<file path="src/rtl/pipe_stage_skid_pkg.sv">
// Shared definitions for the pipe stage register.
// Every pipe stage instance uses these so that state names and defaults agree.
package pipe_stage_skid_pkg;

   // The state encoding equals the occupancy, so the level output is the state register itself.
   typedef enum logic [1:0] {
      ST_EMPTY = 2'd0,
      ST_ONE   = 2'd1,
      ST_FULL  = 2'd2
   } state_t;

   // Default widths: the IF stage carries {pc, instruction}.
   localparam int IF_W       = 64;
   localparam int DEF_STAT_W = 16;

endpackage

</file>
<file path="src/rtl/pipe_data_reg.sv">
// Payload register for one pipe stage entry.
// Resets to RESET_VAL. A synchronous clear takes priority over a load.
module pipe_data_reg #(
   parameter int                DATA_W    = 64,
   parameter logic [DATA_W-1:0] RESET_VAL = '0
) (
   input  logic              clk,
   input  logic              rst,
   input  logic              load,
   input  logic              clear,
   input  logic [DATA_W-1:0] d,
   output logic [DATA_W-1:0] q
);

   // Payload register: the reset value doubles as the flush value.
   // NOTE: sequential state uses non-blocking assignments so every register samples pre-edge values.
   always_ff @(posedge clk or negedge rst) begin
      if (!rst) begin
         q <= RESET_VAL;
      end else if (clear) begin
         q <= RESET_VAL;
      end else if (load) begin
         q <= d;
      end
   end

endmodule

</file>
<file path="src/rtl/pipe_stage_skid.sv">
// Generic pipeline stage register with a valid/ready handshake and an optional two-entry skid buffer.
// The main register is always the head entry. The skid register holds the second entry, which is
// taken when the downstream stalls while the upstream is still sending.
module pipe_stage_skid
   import pipe_stage_skid_pkg::*;
#(
   parameter int                DATA_W         = IF_W,
   parameter int                SKID_EN        = 1,
   parameter int                CLEAR_ON_FLUSH = 1,
   parameter logic [DATA_W-1:0] RESET_VAL      = '0,
   parameter int                STAT_W         = DEF_STAT_W
) (
   input  logic              clk,
   input  logic              rst,
   input  logic              freeze,
   input  logic              flush,
   input  logic              in_valid,
   input  logic [DATA_W-1:0] in_data,
   output logic              in_ready,
   output logic              out_valid,
   output logic [DATA_W-1:0] out_data,
   input  logic              out_ready,
   output logic [1:0]        level,
   output logic [STAT_W-1:0] stall_cnt
);

   state_t              state_q;
   state_t              state_d;
   logic                in_fire;
   logic                out_fire;
   logic                main_load;
   logic                clear_data;
   logic [DATA_W-1:0]   main_d;
   logic [DATA_W-1:0]   main_q;
   logic [DATA_W-1:0]   skid_q;
   logic [STAT_W-1:0]   stall_q;

   // Handshake: freeze and flush block both sides. Without a skid entry, a full stage can
   // only accept when its head leaves in the same cycle.
   always_comb begin
      in_ready  = 1'b0;
      out_valid = 1'b0;
      if (!freeze && !flush) begin
         out_valid = (state_q != ST_EMPTY);
         case (state_q)
            ST_EMPTY: in_ready = 1'b1;
            ST_ONE:   in_ready = (SKID_EN != 0) ? 1'b1 : out_ready;
            default:  in_ready = 1'b0;
         endcase
      end
   end

   assign in_fire    = in_valid & in_ready;
   assign out_fire   = out_valid & out_ready;
   assign clear_data = flush & (CLEAR_ON_FLUSH != 0);

   // Next-state logic and the main register load. Only a FULL stage refills the head from the skid.
   // NOTE: every output of this block gets a default first, so no path can infer a latch.
   always_comb begin
      state_d   = state_q;
      main_load = 1'b0;
      main_d    = (state_q == ST_FULL) ? skid_q : in_data;
      if (flush) begin
         state_d = ST_EMPTY;
      end else begin
         case (state_q)
            ST_EMPTY: begin
               if (in_fire) begin
                  state_d   = ST_ONE;
                  main_load = 1'b1;
               end
            end
            ST_ONE: begin
               if (in_fire && out_fire) begin
                  main_load = 1'b1;
               end else if (in_fire) begin
                  state_d = ST_FULL;
               end else if (out_fire) begin
                  state_d = ST_EMPTY;
               end
            end
            ST_FULL: begin
               if (out_fire) begin
                  state_d   = ST_ONE;
                  main_load = 1'b1;
               end
            end
            default: state_d = ST_EMPTY;
         endcase
      end
   end

   // State register; reset discards every buffered entry at once.
   always_ff @(posedge clk or negedge rst) begin
      if (!rst) begin
         state_q <= ST_EMPTY;
      end else begin
         state_q <= state_d;
      end
   end

   // Downstream stall statistic; saturates instead of wrapping. Freeze and flush force
   // out_valid low, so they never count as stalls.
   always_ff @(posedge clk or negedge rst) begin
      if (!rst) begin
         stall_q <= '0;
      end else if (out_valid && !out_ready && (stall_q != {STAT_W{1'b1}})) begin
         stall_q <= stall_q + 1'b1;
      end
   end

   pipe_data_reg #(
      .DATA_W    (DATA_W),
      .RESET_VAL (RESET_VAL)
   ) u_main (
      .clk   (clk),
      .rst   (rst),
      .load  (main_load),
      .clear (clear_data),
      .d     (main_d),
      .q     (main_q)
   );

   generate
      if (SKID_EN != 0) begin : g_skid
         logic skid_load;
         // The second entry lands here when the head is stuck and a new one arrives.
         assign skid_load = (state_q == ST_ONE) & in_fire & ~out_fire;

         pipe_data_reg #(
            .DATA_W    (DATA_W),
            .RESET_VAL (RESET_VAL)
         ) u_skid (
            .clk   (clk),
            .rst   (rst),
            .load  (skid_load),
            .clear (clear_data),
            .d     (in_data),
            .q     (skid_q)
         );
      end else begin : g_no_skid
         // FULL is unreachable here, so the refill path never selects this value.
         assign skid_q = RESET_VAL;
      end
   endgenerate

   assign out_data  = main_q;
   assign level     = state_q;
   assign stall_cnt = stall_q;

endmodule

</file>
<file path="config.mk">
export PLATFORM = sky130hd
export DESIGN_NAME = pipe_stage_skid
export DESIGN_NICKNAME = d
export VERILOG_FILES = /design/src/rtl/pipe_stage_skid_pkg.sv /design/src/rtl/pipe_data_reg.sv /design/src/rtl/pipe_stage_skid.sv
export SDC_FILE = /design/constraint.sdc
export NUM_CORES = 1
export LEC_CHECK = 0
export ABC_AREA = 1
export ABC_CLOCK_PERIOD_IN_PS = 2800
export CAP_MARGIN = 20
export CORE_MARGIN = 3
export CORE_UTILIZATION = 55
export DETAILED_ROUTE_END_ITERATION = 8
export GPL_TIMING_DRIVEN = 1
export PLACE_DENSITY = 0.89
export RECOVER_POWER = 25
export SYNTH_ARGS = -nofsm -noshare
export SYNTH_HDL_FRONTEND = slang
export SYNTH_HIERARCHICAL = 1
export SYNTH_SLANG_ARGS = --single-unit
export TNS_END_PERCENT = 100
</file>
<file path="constraint.sdc">
create_clock -name clk -period 2.8 [get_ports clk]
set_input_delay 0.56 -clock clk [delete_from_list [all_inputs] [get_ports clk]]
set_output_delay 0.56 -clock clk [all_outputs]
set_load 0.01 [all_outputs]
</file>
After elaboration in Yosys (flattened, before gate mapping)

Index checks and enable logic that the tools add are counted.

Add/subtract/negate cells: 1
Equality and inequality tests: 7
Multiplexer cells: 20
Bitwise logic cells: 5
Reduce and logical (&&, ||, !) cells: 13

Operators with widths:

| kind                                                 | count |
|---|---|
| 2-to-1 mux 64 bit                                    | 5 |
| adder 16 x 1 -> 16 bit (second input constant)       | 1 |
| inequality test 16 bit (second input constant)       | 1 |
| 2-to-1 mux 2 bit                                     | 6 |
| inequality test 3 bit (second input constant)        | 3 |
| 2-to-1 mux 1 bit                                     | 7 |
| one-hot mux 2 bit (3 select lines)                   | 1 |
| nonzero test 2 bit                                   | 3 |
| AND 1 bit                                            | 4 |
| logical AND 1 bit                                    | 4 |
| inequality test 4 bit (second input constant)        | 1 |
| AND reduction 4 bit                                  | 1 |
| logical NOT 1 bit                                    | 3 |
| one-hot mux 1 bit (3 select lines)                   | 1 |
| equality test 2 x 1 -> 1 bit (second input constant) | 1 |
| equality test 2 bit (second input constant)          | 1 |
| logical NOT 2 bit                                    | 1 |
| OR reduction 2 bit                                   | 1 |
| NOT 1 bit                                            | 1 |

Flip-flop bits (word level): 146
Input bits: 70
Word-level logic and storage cells: 50

Longest topological paths before layout

Word-level depth: 11
Mapped depth: 10

Modules after synthesis

Netlist, hierarchy kept.

Modules (own cells, without submodules):

| module          | instances | cells each | area an instance (µm²) | sequential area each (µm²) |
|---|---|---|---|---|
| pipe_data_reg   | 2         | 277        | 2529.9                 | 1601.5 |
| pipe_stage_skid | 1         | 376        | 1929.4                 | 450.4 |

Least setup slack after synthesis

No wires, ideal clock.

Kind: input port to flip-flop
From: input port flush
To: register u_main.q[53]
Arrival: 1631 ps
Required time: 2735 ps
Path slack: 1104 ps
Stages on the path: 9
Buffers on the path: 2
Path through: nor2_1 -> nand3_1 -> nand2_1 -> nand2_1 -> a21oi_1 -> buf_4 -> buf_4 -> nand3_1 -> nand2_1

Cells in the longest elaborated chain, start to end: 9
Elaborated cells between the ends (all ways): 14

RTL lines:

| element                               | RTL line                                     | text |
|---|---|---|
| start, declared                       | pipe_stage_skid.sv:16                        | `input logic flush,` |
| logical NOT 1 bit                     | pipe_stage_skid.sv:43                        | `if (!freeze && !flush) begin` |
| logical AND 1 bit                     | pipe_stage_skid.sv:43                        |  |
| 2-to-1 mux 1 bit                      | pipe_stage_skid.sv:43                        |  |
| AND 1 bit (on tied branches)          | pipe_stage_skid.sv:53, pipe_stage_skid.sv:54 |  |
| logical AND 1 bit                     | pipe_stage_skid.sv:74                        | `if (in_fire && out_fire) begin` |
| 2-to-1 mux 1 bit                      | pipe_stage_skid.sv:74                        |  |
| one-hot mux 1 bit (3 select lines)    | pipe_stage_skid.sv:66                        | `case (state_q)` |
| 2-to-1 mux 1 bit *                    | pipe_stage_skid.sv:63                        | `if (flush) begin` |
| named net main_load                   | pipe_stage_skid.sv:31                        | `logic main_load;` |
| nonzero test 2 bit (no source line) * | n/a                                          |  |
| end signal, assigned                  | pipe_data_reg.sv:19                          | `q <= RESET_VAL;` |
| end signal, assigned                  | pipe_data_reg.sv:21                          | `q <= RESET_VAL;` |
| end signal, assigned                  | pipe_data_reg.sv:23                          | `q <= d;` |
| end, declared                         | pipe_data_reg.sv:12                          | `output logic [DATA_W-1:0] q` |

Mark *: on every way through the listed nets, which the timed path passes. The rest lies on a longest branch.
A chain may end at the register's enable or synchronous reset.

Worst setup path after layout

From: input port flush
To: output port out_valid

Cells in the longest elaborated chain, start to end: 3

RTL lines:

| element           | RTL line              | text |
|---|---|---|
| logical NOT 1 bit | pipe_stage_skid.sv:43 |  |
| logical AND 1 bit | pipe_stage_skid.sv:43 |  |
| 2-to-1 mux 1 bit  | pipe_stage_skid.sv:43 |  |
| end, declared     | pipe_stage_skid.sv:20 | `output logic out_valid,` |

No other way between the ends.

==> reports/qor.yml <==
status:
  outcome: "finished clean"
synthesis:
  ys_ff_latch: 146
  syn_area_um2: 6989
  synth_warnings: 6
  yosysSeqAreaShare: 0.5227
  synth.distinct_cells: 23
  synth_nets: 1001
  synth_cells: 930
  syn_area_per_cell_um2: 7.515
clocking:
  ctsHtreeMaxLevel: 4
  cts_buffer_depth: 2
  cts_hold_buf: 0
  cts_resized: 0
  clock_latency_ns: 0.42
  cts.clk_slew.worst_paths_ns: 0.05
  postCtsSetupBuffers: 0
  cts_root_buffer: "clkbuf_16"
  cts_tree: "yes"
  clock_sinks: 146
  cts_buffers: 17
power_and_ir_drop:
  p_leak_nw: 4.876
  power.density_nw_per_um2: 559.2
  peakVddDrop_v: 0.0004131
setup_path:
  worstSetupStartpoint: "flush"
  crit_arrival_ns: 1.88
  r2r_end: "stall_cnt[12]"
  end_kind: "output pin"
  cp_max_fo: 5
  crit_type: "in -> out"
  startpoint_type: "input port"
  required_ns: 2.24
  worst_r2r_startpoint: "stall_cnt[0]"
  r2r_slack_ns: 0.76
  crit_end: "out_valid"
  worst_r2r_path_depth: 8
sta:
  period_minus_slack_ns: 2.437
  hold_viol: 0
  maxSlewViolCount: 0
  rsz0062_at_grt: "false"
  worstMarginPinSlew_ns: 1.276
  fmax_mhz: 410.3
  period_share: 0.8704
  setup_viol: 0
  slew_headroom: 0.1490
  fin_skew_ns: 0.005404
  final.setup.tns_ns: 0
layout:
  layout_common_cells: "528 x nand2_1, 152 x clkdlybuf4s50_1, 146 x dfrtp_1, 137 x nand3_1, 18 x nor2_1"
  area_growth_pct: 31.49
  drive_above_1_share: 0.05576
  layout_commonest_cell: "nand2_1"
  layout.cells.non_filler: 1244
  fin_nets: 1134
  antennaDiodeCount: 0
detailed_routing:
  ant_nets: 0
  dr.pass1.iters: 8
  drt_iter0_drc: 619
  wl_mm: 18.12
  remaining_drc_errors: 0
  wl_per_cell_um: 14.57
  routed_via_density: 5.288
  via_count: 6578
floorplanning:
  row_count: 40
  die-height_um: 118.7
  pin_count: 154
  die_x_um: 118.7
  core_um2: 12210
  start_util: 0.5723
  die_area_um2: 14100
global_routing:
  grt_max_degree: 66
  gr-total-overflow: 0
  antenna_found_initial: 0
  grtUsageTotal: 0.2638
  grt_pass1_wl_mm: 30.36
  grt_pass1_vias: 6239
placement:
  hpwl_mm: 11.22
  gp_congestion: 0.8642
  portBuffers: 153
  placed_cells: 1212
flow_run:
  maxCapViolations: 0
min_path:
  hp-class: "in -> async"
[critical path: stages]
cell             delay [ns]
clkdlybuf4s50_1        0.48
nor2_1                 0.17
nand2_1                0.08
inv_1                  0.06
clkdlybuf4s50_1        0.53
[power by group]
part,switching [mW],internal [mW]
clock,0.838,1.40
combinational,0.374,0.286
sequential,0.0620,2.18
[flip-flops by register name, summed over array words and instances, names as in the netlist]
| register | cells |
|---|---|
| g_skid.u_skid/q | 64 |
| level | 2 |
| u_main/q | 64 |
| stall_cnt | 16 |
[metrics by stage]
step | cell area, um^2 | utilization | hold slack, ns | power (mW) | setup slack [ns]
2_1_floorplan | 6989 | - | 0.2644 | 2.586 | 1.104
3_3_place_gp | 8617 | 0.7056 | 0.4530 | 2.926 | 0.3647
3_5_place_dp | 8617 | 0.7056 | 0.4582 | 2.939 | 0.3059
4_1_cts | 9208 | 0.7540 | 0.08136 | 5.172 | 0.3598
5_1_grt | 9190 | 0.7526 | 0.4846 | 5.323 | 0.2408
6_report | 9190 | 0.7526 | 0.3988 | 5.139 | 0.3630
[worst min path at each step]
stage	startpoint	endpoint	depth (start not counted)
after detailed placement	g_skid.u_skid/q[24]	g_skid.u_skid/q[24]	2
after floorplan	rst	g_skid.u_skid/q[0]	0
after global routing	u_main/q[36]	u_main/q[36]	2
after CTS	rst	g_skid.u_skid/q[24]	1
final	rst	g_skid.u_skid/q[30]	1
after global placement	g_skid.u_skid/q[19]	g_skid.u_skid/q[19]	2
[cell usage after synthesis]
cell type | number | area share
nand2_2 | 2 | 0.0018
inv_1 | 13 | 0.0070
xor2_1 | 2 | 0.0025
buf_1 | 5 | 0.0027
clkbuf_1 | 7 | 0.0038
buf_6 | 1 | 0.0016
inv_2 | 3 | 0.0016
xnor2_1 | 9 | 0.011
buf_2 | 26 | 0.019
buf_4 | 15 | 0.016
nand2_1 | 529 | 0.28
nand4_1 | 1 | 0.00090
o21ai_0 | 5 | 0.0036
a21oi_1 | 1 | 0.00072
nor2_2 | 2 | 0.0018
a31o_2 | 1 | 0.0013
o21ai_4 | 1 | 0.0023
dfrtp_1 | 146 | 0.52
ha_1 | 1 | 0.0018
nor2_1 | 19 | 0.010
nand3_1 | 137 | 0.098
nor2_4 | 3 | 0.0048
nor3_1 | 1 | 0.00072
[kinds of logic after synthesis]
kind of cell,count (synthesis),synth area share
adders and majority gates,1,0.001790
and+or+nand+nor,694,0.4024
buffers and inverters,70,0.05138
AOI/OAI and AO/OA,8,0.007876
DFF,146,0.5227
xor gates and xnor gates,11,0.01379
[metal layers]
metal	wire, um	share of wire	vias up	GRT usage
met5	0	0	-	0
met4	455	0.025	0	0.1021
met3	1208	0.067	37	0.05646
met2	8928	0.49	260	0.4330
met1	7530	0.42	3112	0.3437
li1	-	-	3169	-
[cell type report]
cell class                      count  area (um^2)
Multi-Input combinational cell    714         2998
Timing Repair Buffer              168         1678
Inverter                           16        60.06
Clock buffer                       22        484.2
Fill cell                         913         3022
Tap cell                          168        210.2
Clock inverter                     10        106.4
Sequential cell                   146         3654
No activity file was read; power rests on OpenSTA's default activity.
